$ cat config.mk
export PLATFORM = sky130hd
export DESIGN_NAME = decode_stage
export DESIGN_NICKNAME = d
export VERILOG_FILES = /design/src/rtl/decode_stage.sv
export SDC_FILE = /design/constraint.sdc
export NUM_CORES = 1
export LEC_CHECK = 0
export BUFFER_PORTS_ARGS = -buffer_cell sky130_fd_sc_hd__buf_4
export CORE_MARGIN = 1
export CORE_UTILIZATION = 55
export DETAILED_ROUTE_END_ITERATION = 10
export GPL_TIMING_DRIVEN = 0
export HOLD_SLACK_MARGIN = 0.15
export PLACE_DENSITY_LB_ADDON = 0.25
export SLEW_MARGIN = 10
export SYNTH_ARGS = -nofsm -noshare
export SYNTH_HDL_FRONTEND = slang
export SYNTH_SLANG_ARGS = --single-unit
$ cat constraint.sdc
create_clock -name clk -period 3.4 [get_ports clk]
set_clock_uncertainty 0.2 [all_clocks]
set_input_delay 0.68 -clock clk [delete_from_list [all_inputs] [get_ports clk]]
set_output_delay 0.68 -clock clk [all_outputs]
set_load 0.05 [all_outputs]
$ cat src/rtl/decode_stage.sv
`default_nettype none
// ============================================================================
// Module   : decode_stage
// Purpose  : Registered RV32I instruction-decode stage. Decodes the incoming
//            instruction word combinationally and writes the decoded bundle
//            into a small FIFO. The FIFO head is presented to ID/EX under a
//            valid/ready handshake and is held while a load-use hazard exists.
// Options  : DEC_RV32M_EN - when defined, OP with funct7=0000001 is a legal
//            M-extension op and out_muldiv is carried through the FIFO. When
//            undefined, that encoding is illegal and out_muldiv is tied to 0.
// Ports    : clk, rst_n (async, active-low), flush (sync discard)
//            in_valid/in_ready/in_instr/in_pc  - IF/ID side handshake
//            hz_valid/hz_rd                    - load in EX and its rd
//            out_valid/out_ready               - ID/EX side handshake
//            out_pc/op/funct3/funct7/imm/imm_en, rd/rs1/rs2 addr + enables,
//            out_mem_op, out_jump_en, out_illegal, out_muldiv - head bundle
// Revision : 1.0 - initial release
// ============================================================================
module decode_stage #(
  parameter int PC_W  = 32,
  parameter int DEPTH = 2
) (
  input  logic            clk,
  input  logic            rst_n,
  input  logic            flush,
  input  logic            in_valid,
  output logic            in_ready,
  input  logic [31:0]     in_instr,
  input  logic [PC_W-1:0] in_pc,
  input  logic            hz_valid,
  input  logic [4:0]      hz_rd,
  output logic            out_valid,
  input  logic            out_ready,
  output logic [PC_W-1:0] out_pc,
  output logic [6:0]      out_op,
  output logic [2:0]      out_funct3,
  output logic [7:0]      out_funct7,
  output logic [31:0]     out_imm,
  output logic            out_imm_en,
  output logic [4:0]      out_rd_addr,
  output logic [4:0]      out_rs1_addr,
  output logic [4:0]      out_rs2_addr,
  output logic            out_rd_en,
  output logic            out_rs1_en,
  output logic            out_rs2_en,
  output logic [4:0]      out_mem_op,
  output logic            out_jump_en,
  output logic            out_illegal,
  output logic            out_muldiv
);

  localparam int PTR_W  = $clog2(DEPTH);
  localparam int CNT_W  = PTR_W + 1;
  // pc + op + funct3 + funct7 + imm + imm_en + 3 addrs + 3 enables
  // + mem_op + jump_en + illegal
  localparam int BASE_W = PC_W + 75;
`ifdef DEC_RV32M_EN
  localparam int ENTRY_W = BASE_W + 1;
`else
  localparam int ENTRY_W = BASE_W;
`endif

  localparam logic [CNT_W-1:0] c_depth = CNT_W'(DEPTH);

  localparam logic [6:0] c_opc_lui    = 7'b0110111;
  localparam logic [6:0] c_opc_auipc  = 7'b0010111;
  localparam logic [6:0] c_opc_jal    = 7'b1101111;
  localparam logic [6:0] c_opc_jalr   = 7'b1100111;
  localparam logic [6:0] c_opc_branch = 7'b1100011;
  localparam logic [6:0] c_opc_load   = 7'b0000011;
  localparam logic [6:0] c_opc_store  = 7'b0100011;
  localparam logic [6:0] c_opc_opimm  = 7'b0010011;
  localparam logic [6:0] c_opc_op     = 7'b0110011;
  localparam logic [6:0] c_opc_fence  = 7'b0001111;
  localparam logic [6:0] c_opc_system = 7'b1110011;

  localparam logic [4:0] c_mem_none   = 5'b00111;

  // --------------------------------------------------------------------------
  // Combinational decode of the incoming instruction
  // --------------------------------------------------------------------------
  logic [6:0]  dec_opc;
  logic [4:0]  dec_rd;
  logic [2:0]  dec_funct3;
  logic [4:0]  dec_rs1;
  logic [4:0]  dec_rs2;
  logic [6:0]  dec_funct7;
  logic [31:0] imm_i;
  logic [31:0] imm_s;
  logic [31:0] imm_b;
  logic [31:0] imm_u;
  logic [31:0] imm_j;

  logic [31:0] dec_imm;
  logic        dec_has_imm;
  logic        dec_imm_en;
  logic        dec_illegal;
  logic        uses_rd;
  logic        uses_rs1;
  logic        uses_rs2;
  logic        is_jump;
  logic        is_load;
  logic        is_store;
  logic        dec_rd_en;
  logic        dec_rs1_en;
  logic        dec_rs2_en;
  logic        dec_jump_en;
  logic [4:0]  dec_mem_op;
`ifdef DEC_RV32M_EN
  logic        dec_muldiv;
`endif

  assign dec_opc    = in_instr[6:0];
  assign dec_rd     = in_instr[11:7];
  assign dec_funct3 = in_instr[14:12];
  assign dec_rs1    = in_instr[19:15];
  assign dec_rs2    = in_instr[24:20];
  assign dec_funct7 = in_instr[31:25];

  assign imm_i = {{20{in_instr[31]}}, in_instr[31:20]};
  assign imm_s = {{20{in_instr[31]}}, in_instr[31:25], in_instr[11:7]};
  assign imm_b = {{19{in_instr[31]}}, in_instr[31], in_instr[7],
                  in_instr[30:25], in_instr[11:8], 1'b0};
  assign imm_u = {in_instr[31:12], 12'h000};
  assign imm_j = {{11{in_instr[31]}}, in_instr[31], in_instr[19:12],
                  in_instr[20], in_instr[30:21], 1'b0};

  always_comb begin
    dec_imm     = 32'h0;
    dec_has_imm = 1'b0;
    dec_illegal = 1'b0;
    uses_rd     = 1'b0;
    uses_rs1    = 1'b0;
    uses_rs2    = 1'b0;
    is_jump     = 1'b0;
    is_load     = 1'b0;
    is_store    = 1'b0;
`ifdef DEC_RV32M_EN
    dec_muldiv  = 1'b0;
`endif
    case (dec_opc)
      c_opc_lui, c_opc_auipc: begin
        dec_imm     = imm_u;
        dec_has_imm = 1'b1;
        uses_rd     = 1'b1;
      end
      c_opc_jal: begin
        dec_imm     = imm_j;
        dec_has_imm = 1'b1;
        uses_rd     = 1'b1;
        is_jump     = 1'b1;
      end
      c_opc_jalr: begin
        dec_imm     = imm_i;
        dec_has_imm = 1'b1;
        uses_rd     = 1'b1;
        uses_rs1    = 1'b1;
        is_jump     = 1'b1;
      end
      c_opc_branch: begin
        dec_imm     = imm_b;
        dec_has_imm = 1'b1;
        uses_rs1    = 1'b1;
        uses_rs2    = 1'b1;
        is_jump     = 1'b1;
        dec_illegal = (dec_funct3 == 3'b010) || (dec_funct3 == 3'b011);
      end
      c_opc_load: begin
        dec_imm     = imm_i;
        dec_has_imm = 1'b1;
        uses_rd     = 1'b1;
        uses_rs1    = 1'b1;
        is_load     = 1'b1;
        dec_illegal = (dec_funct3 == 3'b011) || (dec_funct3 == 3'b110) ||
                      (dec_funct3 == 3'b111);
      end
      c_opc_store: begin
        dec_imm     = imm_s;
        dec_has_imm = 1'b1;
        uses_rs1    = 1'b1;
        uses_rs2    = 1'b1;
        is_store    = 1'b1;
        dec_illegal = (dec_funct3 >= 3'b011);
      end
      c_opc_opimm: begin
        dec_imm     = imm_i;
        dec_has_imm = 1'b1;
        uses_rd     = 1'b1;
        uses_rs1    = 1'b1;
      end
      c_opc_op: begin
        uses_rd     = 1'b1;
        uses_rs1    = 1'b1;
        uses_rs2    = 1'b1;
        dec_illegal = (dec_funct7 != 7'b0000000) && (dec_funct7 != 7'b0100000);
`ifdef DEC_RV32M_EN
        if (dec_funct7 == 7'b0000001) begin
          dec_illegal = 1'b0;
          dec_muldiv  = 1'b1;
        end
`endif
      end
      c_opc_fence, c_opc_system: begin
        // No registers, immediate or memory access reported for these.
      end
      default: begin
        dec_illegal = 1'b1;
      end
    endcase
  end

  // Illegal instructions keep their raw fields but report no side effects.
  always_comb begin
    dec_rd_en   = uses_rd  && !dec_illegal && (dec_rd  != 5'd0);
    dec_rs1_en  = uses_rs1 && !dec_illegal && (dec_rs1 != 5'd0);
    dec_rs2_en  = uses_rs2 && !dec_illegal && (dec_rs2 != 5'd0);
    dec_jump_en = is_jump  && !dec_illegal;
    dec_imm_en  = dec_has_imm && !dec_illegal;
    dec_mem_op  = c_mem_none;
    if (!dec_illegal) begin
      if (is_load) begin
        dec_mem_op = {2'b01, dec_funct3};
      end else if (is_store) begin
        dec_mem_op = {2'b10, dec_funct3};
      end
    end
  end

  logic [ENTRY_W-1:0] dec_entry;
  assign dec_entry = {in_pc, dec_opc, dec_funct3, dec_funct7, dec_imm, dec_imm_en,
                      dec_rd, dec_rs1, dec_rs2, dec_rd_en, dec_rs1_en, dec_rs2_en,
                      dec_mem_op, dec_jump_en, dec_illegal
`ifdef DEC_RV32M_EN
                      , dec_muldiv
`endif
                      };

  // --------------------------------------------------------------------------
  // FIFO of decoded entries
  // --------------------------------------------------------------------------
  logic [ENTRY_W-1:0] entry_q [DEPTH];
  logic [ENTRY_W-1:0] entry_d [DEPTH];
  logic [PTR_W-1:0]   wr_ptr_q;
  logic [PTR_W-1:0]   wr_ptr_d;
  logic [PTR_W-1:0]   rd_ptr_q;
  logic [PTR_W-1:0]   rd_ptr_d;
  logic [CNT_W-1:0]   count_q;
  logic [CNT_W-1:0]   count_d;

  logic [ENTRY_W-1:0] head_entry;
  logic [6:0]         head_funct7;
  logic               stall;
  logic               push;
  logic               pop;

  assign head_entry = entry_q[rd_ptr_q];

  assign {out_pc, out_op, out_funct3, head_funct7, out_imm, out_imm_en,
          out_rd_addr, out_rs1_addr, out_rs2_addr, out_rd_en, out_rs1_en,
          out_rs2_en, out_mem_op, out_jump_en, out_illegal
`ifdef DEC_RV32M_EN
          , out_muldiv
`endif
          } = head_entry;

`ifndef DEC_RV32M_EN
  assign out_muldiv = 1'b0;
`endif

  assign out_funct7 = {1'b0, head_funct7};

  // Load-use hazard: the head reads the register a load in EX is producing.
  assign stall = hz_valid && (hz_rd != 5'd0) &&
                 ((out_rs1_en && (out_rs1_addr == hz_rd)) ||
                  (out_rs2_en && (out_rs2_addr == hz_rd)));

  assign out_valid = (count_q != '0) && !stall;
  // No full-bypass: a full FIFO refuses input even if the head pops now.
  assign in_ready  = (count_q < c_depth) && !flush;
  assign push      = in_valid && in_ready;
  assign pop       = out_valid && out_ready;

  always_comb begin
    for (int i = 0; i < DEPTH; i++) begin
      entry_d[i] = entry_q[i];
      if (push && (wr_ptr_q == PTR_W'(i))) begin
        entry_d[i] = dec_entry;
      end
    end
  end

  always_comb begin
    wr_ptr_d = wr_ptr_q;
    rd_ptr_d = rd_ptr_q;
    count_d  = count_q;
    if (flush) begin
      // A pop in the flush cycle is consumed; everything else is dropped.
      wr_ptr_d = '0;
      rd_ptr_d = '0;
      count_d  = '0;
    end else begin
      if (push) begin
        wr_ptr_d = wr_ptr_q + PTR_W'(1);
      end
      if (pop) begin
        rd_ptr_d = rd_ptr_q + PTR_W'(1);
      end
      case ({push, pop})
        2'b10:   count_d = count_q + CNT_W'(1);
        2'b01:   count_d = count_q - CNT_W'(1);
        default: count_d = count_q;
      endcase
    end
  end

  always_ff @(posedge clk or negedge rst_n) begin
    if (!rst_n) begin
      wr_ptr_q <= '0;
      rd_ptr_q <= '0;
      count_q  <= '0;
      for (int i = 0; i < DEPTH; i++) begin
        entry_q[i] <= '0;
      end
    end else begin
      wr_ptr_q <= wr_ptr_d;
      rd_ptr_q <= rd_ptr_d;
      count_q  <= count_d;
      for (int i = 0; i < DEPTH; i++) begin
        entry_q[i] <= entry_d[i];
      end
    end
  end

endmodule
`default_nettype wire

# After elaboration in Yosys (flattened, before gate mapping)
# Index checks and enable logic that the tools add are counted.
[word_totals] input_bits=75 word_cells=98 output_inout_bits=111 reg_bits=218
[op_classes] addsub=4 muxes=21 order_cmp=3 reduce_logical=43 eq_ne=20 bitwise_logic=2
[op_table] op="$mux 107" count=3
[op_table] op="$pmux 32 s5" count=1
[op_table] op="$eq 7x7->1 const B" count=4
[op_table] op="$eq 7x6->1 const B" count=3
[op_table] op="$reduce_bool 5->1" count=4
[op_table] op="$logic_and 1x1->1" count=19
[op_table] op="$mux 5" count=3
[op_table] op="$eq 7x5->1 const B" count=2
[op_table] op="$reduce_or 7->1" count=2
[op_table] op="$mux 1" count=11
[op_table] op="$eq 5x5->1" count=2
[op_table] op="$reduce_or 3->1" count=3
[op_table] op="$reduce_or 8->1" count=1
[op_table] op="$eq 7x2->1 const B" count=1
[op_table] op="$eq 7x4->1 const B" count=1
[op_table] op="$ne 7x6->1 const B" count=1
[op_table] op="$reduce_bool 7->1" count=1
[op_table] op="$eq 3x2->1 const B" count=2
[op_table] op="$eq 3x3->1 const B" count=2
[op_table] op="$reduce_bool 2->1" count=3
[op_table] op="$reduce_or 6->1" count=1
[op_table] op="$pmux 1 s5" count=1
[op_table] op="$logic_or 1x1->1" count=4
[op_table] op="$pmux 2 s2" count=1
[op_table] op="other kinds (14)" count=17

# Depth between registers and ports, before layout
# Gate-level depths: netlist (run 1).
[depth] depth_word=14 mapped_depth=7 ltp_nobuf=6

# Least setup slack after synthesis (run 1)
# Ideal clock, no wire load.
[synth_timing] path_kind="in2reg" start="input port flush" end="register entry_q[47] (netlist bit)" stages=7 setup_slack_ns=0.589 n_path_buf=2 required_ns=3.063 setup_ns=0.137 t_arrival_ns=2.474 path_cell_list="nor2_1 and2_1 nand2_1 clkbuf_1 a21oi_1 clkbuf_1 a21oi_1"
[synth_between] elab_chain_len=4
[synth_rtl] element="from (decl)" line="25" source="input logic flush,"
[synth_rtl] element="$logic_not 1->1" line="279" source="assign in_ready = (count_q < c_depth) && !flush;"
[synth_rtl] element="$logic_and 1x1->1" line="279"
[synth_rtl] element="$logic_and 1x1->1" line="280" source="assign push = in_valid && in_ready;"
[synth_rtl] element="$logic_and 1x1->1" line="286" source="if (push && (wr_ptr_q == PTR_W'(i))) begin"
[synth_rtl] element="to (signal, indexed assignment)" line="329" source="entry_q[i] <= entry_d[i];"
[synth_rtl] element="to (decl)" line="241" source="logic [ENTRY_W-1:0] entry_q [DEPTH];"
# No other way between the ends.
# A chain may end at the register's enable or synchronous reset.

# Final worst setup path (run 1)
[layout_timing] start="register rd_ptr_q" end="output port out_rs2_addr[1]"
[layout_between] elab_chain_len=4
[layout_rtl] element="from (decl)" line="245" source="logic [PTR_W-1:0] rd_ptr_q;"
[layout_rtl] element="from (signal assigned)" line="326" source="rd_ptr_q <= rd_ptr_d;"
[layout_rtl] element="$not 1->2 (not written as such)" line="256" source="assign head_entry = entry_q[rd_ptr_q];"
[layout_rtl] element="$mux 107 (not written as such) (3 in a row)" line="256"
[layout_rtl] element="to (decl)" line="42" source="output logic [4:0] out_rs2_addr,"
# No other way between the ends. The select of a mux whose other input is x is not followed.

==> impl_metrics.yaml, run 1 <==
floorplanning:
  rows: 48
  core_area_um2: 17500
  die_area_um2: 18700
  start_util_pct: 56.9
  ios: 186
  die_y_um: 137
  die_w_um: 137
power_and_ir_drop:
  pwr-share-seq_pct: 36.4
  vdd.ir_drop.worst_mv: 0.700
  leakage_nw: 6.23
  p_int_mw: 6.30
  switching_share_pct: 40.6
  p_clk_share_pct: 22.8
  switchingPower_mw: 4.30
  combPwrFrac_pct: 40.8
  power_density_nw_per_um2: 854
logic_synthesis:
  synth_sequential_area_ratio_pct: 54.6
  synthCells: 1095
  synth_xor_area_share_pct: 1.23
  ys.flop_type: "dfrtp_1"
  postSynth.asyncResetShare_pct: 100
  synth_cell_types: 44
  synth_top_family_by_area: "simple AND/OR/NAND/NOR gates"
  syn_area_per_cell_um2: 9.12
  ys_seq_elements: 218
  synth_compound_area_share_pct: 7.73
  synthMuxAreaShare_pct: 12.1
  synth_edf_count: 0
  synth_simple_gate_area_share_pct: 21.5
  ys_warn_count: 0
  synth_area_um2: 9980
  synth_fa_ha_area_share_pct: 0
clock_tree:
  htree_num_levels: 1
  clk_path_buf_depth: 3
  clk_pin_slew_worst_paths_ns: 0.06
  cts_buffers: 23
  cts-root-buf: "clkbuf_16"
  cts_tree: "done"
  clock_latency_ns: 0.50
  cts_sinks: 218
detailed_routing:
  vias: 8538
  antenna_left: 0
  drtIter0Drc: 687
  drc: 0
  wl_um: 27800
  via_per_inst: 5.53
  dr.pass1.iters: 5
  routedWlPerCell_um: 18.0
critical_path:
  cp-start-kind: "flip-flop"
  path_class: "reg2out"
  path_cells: "clkbuf_4, buf_4, buf_4, buf_4, mux2_2, buf_4"
  cp.required_ns: 2.52
  end_kind: "output pin"
  cp.arrival_ns: 2.43
  crit_top_cell: "buf_4"
  max_stage_delay_ns: 0.39
  critical_path_peak_fanout: 10
  cp_slowest_cell: "dfrtp_1"
placement:
  port_buffers: 183
  globalplace.congestion: 0.937
  dpl.cell_count: 1505
  detailed_place_hpwl_um: 19200
timing:
  slew-limit-headroom_pct: 35.0
  min_period_ns: 3.31
  worstMarginPinSlew_ns: 0.967
  setup_viol: 0
  rsz0062_at_grt: "no"
  finalMaxSlewViolations: 0
  final-hold-violation-count: 0
  period_share_pct: 97.4
  holdWs_ns: 0.170
  fmax_mhz: 302
final_layout:
  final_common_cell: "nand2_1"
  area_growth_pct: 24.4
  drive_above_1_share_pct: 26.3
  final_cell_mix: "nand2_1 (469), dfrtp_1 (218), buf_4 (190)"
  stdcell_count: 1543
  final_nets: 1381
  antenna_cells: 0
status:
  outcome: "finished clean"
grt:
  grt_overflow_total: 0
  antenna_found_initial: 0
  grt_pass1_wl_um: 43700
  first_global_vias: 8396
  track_usage_pct: 30.4
  grt_max_degree: 111
hold_path:
  holdCritPathClass: "in2reg"
job:
  drv_cap: 0
[metrics by stage]
step	power (mW)	area [um2]	setup WS (ns)	util (%)	setup TNS, ns
floorplan	6.93	9990	0.589	-	0
global placement	8.08	11600	-0.215	66.4	-18.43
detailed placement	8.18	11700	-0.242	66.6	-2.07
CTS	10.6	12400	0.0116	70.8	0
global route	11.1	12400	0.0136	70.8	0
finish	10.6	12400	0.0868	70.8	0
[worst max-delay path, delay by kind of cell (launching register included)]
| kind | cells | cell delay (ns) |
|---|---|---|
| buffers and inverters | 5 | 1.16 |
| flip-flops | 1 | 0.39 |
| multiplexers | 1 | 0.36 |
[timing repair]
item                                    in CTS  in global routing
endpoints found under the hold margin      109                  0
setup buffers                                0                  0
hold buffers                                 1                  0
gates cloned                                 0                  0
resized for setup                           13                  2
endpoints found under the setup margin      98                 12
[state kept, by name, indices dropped and copies added, names as in the netlist]
name      count
entry_q     214
count_q       2
rd_ptr_q      1
wr_ptr_q      1
[cell families after synthesis]
logic type | count (synthesis)
xor gates and xnor gates | 14
other | 1
muxes | 107
DFF | 218
AOI/OAI and AO/OA | 140
and+or+nand+nor | 546
buffers and inverters | 69
[routing by layer]
metal,vias to the layer above,GRT usage [%],part of all wire [%]
li1,3993,-,-
met1,4154,40.3,41
met2,327,49.4,48
met3,64,6.44,7.7
met4,0,11.0,3.2
met5,-,0,0
[power groups by stage]
stage               Clock [mW]  Sequential (mW)  Combinational [mW]
floorplan                    0             3.75                3.17
global placement             0             3.83                4.24
detailed placement           0             3.88                4.31
CTS                       2.43             3.85                4.34
global route              2.54             3.95                4.62
finish                    2.42             3.86                4.33
[cell type report]
type / count / area [um2]
plain buffers: 66 / 293
flip-flops and latches: 218 / 5460
well taps: 225 / 282
clock buffers: 31 / 656
multi-input cells: 809 / 4250
inverters: 3 / 11.3
clock inverters: 6 / 55.1
repair buffers: 185 / 1420
fillers: 1377 / 5110
[final timing paths]
path                                                from                        to  slack (ns)  depth (start not counted)
worst max-delay path                rd_ptr_q$_DFFE_PN0P_           out_rs2_addr[1]        0.09                          6
min in group asynchronous                          rst_n  entry_q[143]$_DFFE_PN0P_        0.61                          2
worst min-delay path                            in_pc[4]   entry_q[79]$_DFFE_PN0P_        0.17                          3
worst max register to register    count_q[1]$_DFFE_PN0P_   entry_q[54]$_DFFE_PN0P_        0.77                          7
worst min register to register  entry_q[187]$_DFFE_PN0P_  entry_q[187]$_DFFE_PN0P_        0.27                          2
max in group asynchronous                          rst_n  entry_q[201]$_DFFE_PN0P_        1.36                          3
[cells in the mapped netlist (4+ instances only)]
| library cell | count | area (um2) |
|---|---|---|
| xor2_1 | 12 | 105 |
| clkbuf_1 | 56 | 210 |
| nor2_1 | 44 | 165 |
| or4_1 | 5 | 37.5 |
| o21ai_1 | 4 | 20.0 |
| mux2_2 | 107 | 1200 |
| nor2b_1 | 5 | 31.3 |
| nand2_1 | 469 | 1760 |
| buf_4 | 5 | 37.5 |
| a22oi_1 | 5 | 37.5 |
| dfrtp_1 | 218 | 5460 |
| o21ai_0 | 72 | 360 |
| a21oi_1 | 42 | 210 |
Power figures use the tool's default switching activity.
==> run 2: changes to the inputs <==
- ABC_AREA: not set -> 1
- CORE_UTILIZATION: 55 -> 35
==> impl_metrics.yaml, run 2 <==
logic_synthesis:
  synth_sequential_area_ratio_pct: 52.7
  synthTopCellsByArea: "dfrtp_1 (53%), nand2_1 (19%), o21ai_0 (11%)"
  ys_seq_elements: 218
  synth_cell_types: 37
  postSynth.asyncResetShare_pct: 100
  synth_commonest_cells: "nand2_1 (534), dfrtp_1 (218), o21ai_0 (218)"
  syn_area_per_cell_um2: 7.77
  synth_top_cell_by_area: "dfrtp_1"
  netlist.area_leader.share_pct: 52.7
  ys.flop_type: "dfrtp_1"
  synthCells: 1332
  ys_warn_count: 0
  synth_edf_count: 0
  synth_most_common_cell: "nand2_1"
  synth_area_um2: 10300
detailed_routing:
  dr.pass1.iters: 5
  wl_um: 32600
  routedWlPerCell_um: 16.8
  antenna_left: 0
  via_per_inst: 4.85
  vias: 9437
  drtIter0Drc: 687
  drc: 0
clock_tree:
  clk_pin_slew_worst_paths_ns: 0.06
  htree_num_levels: 1
  clk_path_buf_depth: 3
  cts-root-buf: "clkbuf_16"
  clock_latency_ns: 0.53
  cts_buffers: 26
  cts_tree: "done"
  cts_sinks: 218
  post_cts_buffers: 0
critical_path:
  cp-start-kind: "flip-flop"
  path_cells: "buf_6, buf_6, clkbuf_4, buf_2, nand2_1, o21ai_0, buf_4"
  end_kind: "output pin"
  cp.arrival_ns: 2.44
  cp.required_ns: 2.52
  rrSetupSlack_ns: 0.97
  max_stage_delay_ns: 0.33
  critical_path_peak_fanout: 19
  path_class: "reg2out"
  crit_top_cell: "buf_6"
  cp_slowest_cell: "dfrtp_1"
final_layout:
  final_cell_mix: "nand2_1 (534), o21ai_0 (218), dfrtp_1 (218)"
  fill_cells: 2939
  final_util_pct: 45.2
  final_nets: 1622
  antenna_cells: 0
  largest-register: "entry_q"
  ff_latch_area_um2: 5460
  multi_input_area_um2: 3990
  largest_reg_flops: 214
  top_regs: "entry_q (214), count_q (2)"
  drive_above_1_share_pct: 18.7
  area_growth_pct: 26.2
  final_common_cell: "nand2_1"
placement:
  globalplace.congestion: 0.919
  pre_cts_slack_ns: 0.0530
  port_buffers: 182
  detailed_place_hpwl_um: 23600
floorplanning:
  core_area_um2: 28900
  die_area_um2: 30300
  start_util_pct: 35.8
  die_y_um: 174
  ios: 186
  die_w_um: 174
  rows: 62
timing:
  min_period_ns: 3.32
  slew-limit-headroom_pct: 53.6
  setup_viol: 0
  holdWs_ns: 0.165
  worstMarginPinSlew_ns: 0.693
  final-hold-violation-count: 0
  setup_ws_ns: 0.0840
  fmax_mhz: 302
  period_share_pct: 97.5
  setup_tns_ns: 0
  finalMaxSlewViolations: 0
  rsz0062_at_grt: "no"
grt:
  antenna_found_initial: 0
  grt_overflow_total: 0
  grt_max_degree: 92
  grt_pass1_wl_um: 51700
  track_usage_pct: 21.7
  first_global_vias: 9411
power_and_ir_drop:
  p_clk_share_pct: 28.7
  switchingPower_mw: 3.48
  combPwrFrac_pct: 33.4
  pwr-share-seq_pct: 37.9
  p_total_mw: 8.99
  vdd.ir_drop.worst_mv: 0.397
  p_int_mw: 5.52
  power_density_nw_per_um2: 688
  leakage_nw: 6.61
  switching_share_pct: 38.7
job:
  drv_cap: 0
status:
  outcome: "finished clean"
hold_path:
  holdCritPathClass: "in2reg"
## run 2: per-stage QoR
| stage | cells | cell area, um2 |
|---|---|---|
| after floorplan | 1333 | 10400 |
| after global placement | 1899 | 12200 |
| after detailed placement | 1901 | 12300 |
| after CTS | 1943 | 13100 |
| after global routing | 1944 | 13100 |
| final | 1944 | 13100 |
## run 2: what timing repair did
action | 4_1_cts | 5_1_grt
hold buffers | 2 | 1
endpoints found under the hold margin | 50 | 1
setup endpoints to repair | 95 | 1
resized for setup | 2 | 2
## run 2: final timing paths
path	endpoint	depth (start not counted)	start
worst max-delay path	out_mem_op[4]	7	rd_ptr_q$_DFFE_PN0P_
worst min-delay path	entry_q[92]$_DFFE_PN0P_	3	in_pc[17]
worst max register to register	entry_q[161]$_DFFE_PN0P_	6	count_q[1]$_DFFE_PN0P_
worst min register to register	entry_q[82]$_DFFE_PN0P_	2	entry_q[82]$_DFFE_PN0P_
max in group asynchronous	entry_q[73]$_DFFE_PN0P_	4	rst_n
min in group asynchronous	entry_q[98]$_DFFE_PN0P_	2	rst_n
## run 2: cell families (layout without fill, tap and decap cells)
group           Yosys count  in the layout  share of synthesized area [%]
buf+inv                 223            450                           8.81
simple gates            615            615                           24.1
flops                   218            218                           52.7
other cells               1              2                         0.0362
compound gates          275            275                           14.3
## run 2: area by class of cell
type                            instances  share of cell area (%)
Sequential cell                       218                    41.8
Timing Repair Buffer                  187                    11.2
Inverter                              148                    4.29
Clock inverter                          2                  0.0958
Clock buffer                           39                    5.82
Tap cell                              384                    3.68
Buffer                                 74                    2.69
Multi-Input combinational cell        892                    30.5
## run 2: power by group through the flow
stage,clock network (mW),registers [mW],logic (mW)
6_report,2.58,3.41,3.00
5_1_grt,2.74,3.46,3.26
4_1_cts,2.62,3.40,3.02
3_5_place_dp,0,3.44,3.01
3_3_place_gp,0,3.43,2.97
2_1_floorplan,0,3.38,2.04
## run 2: worst max-delay path, delay by kind of cell (launching register included)
kind / cells / cell delay (ns)
compound gates: 1 / 0.22
buf+inv: 5 / 1.27
flops: 1 / 0.33
simple gates: 1 / 0.08
## run 2: metal layers
| layer | up-vias | global-route usage, % | routed length [um] |
|---|---|---|---|
| met1 | 4468 | 28.2 | 14100 |
| met5 | - | 0 | 0 |
| met4 | 0 | 6.80 | 923 |
| li1 | 4593 | - | - |
| met3 | 59 | 5.51 | 2520 |
| met2 | 317 | 35.5 | 15100 |
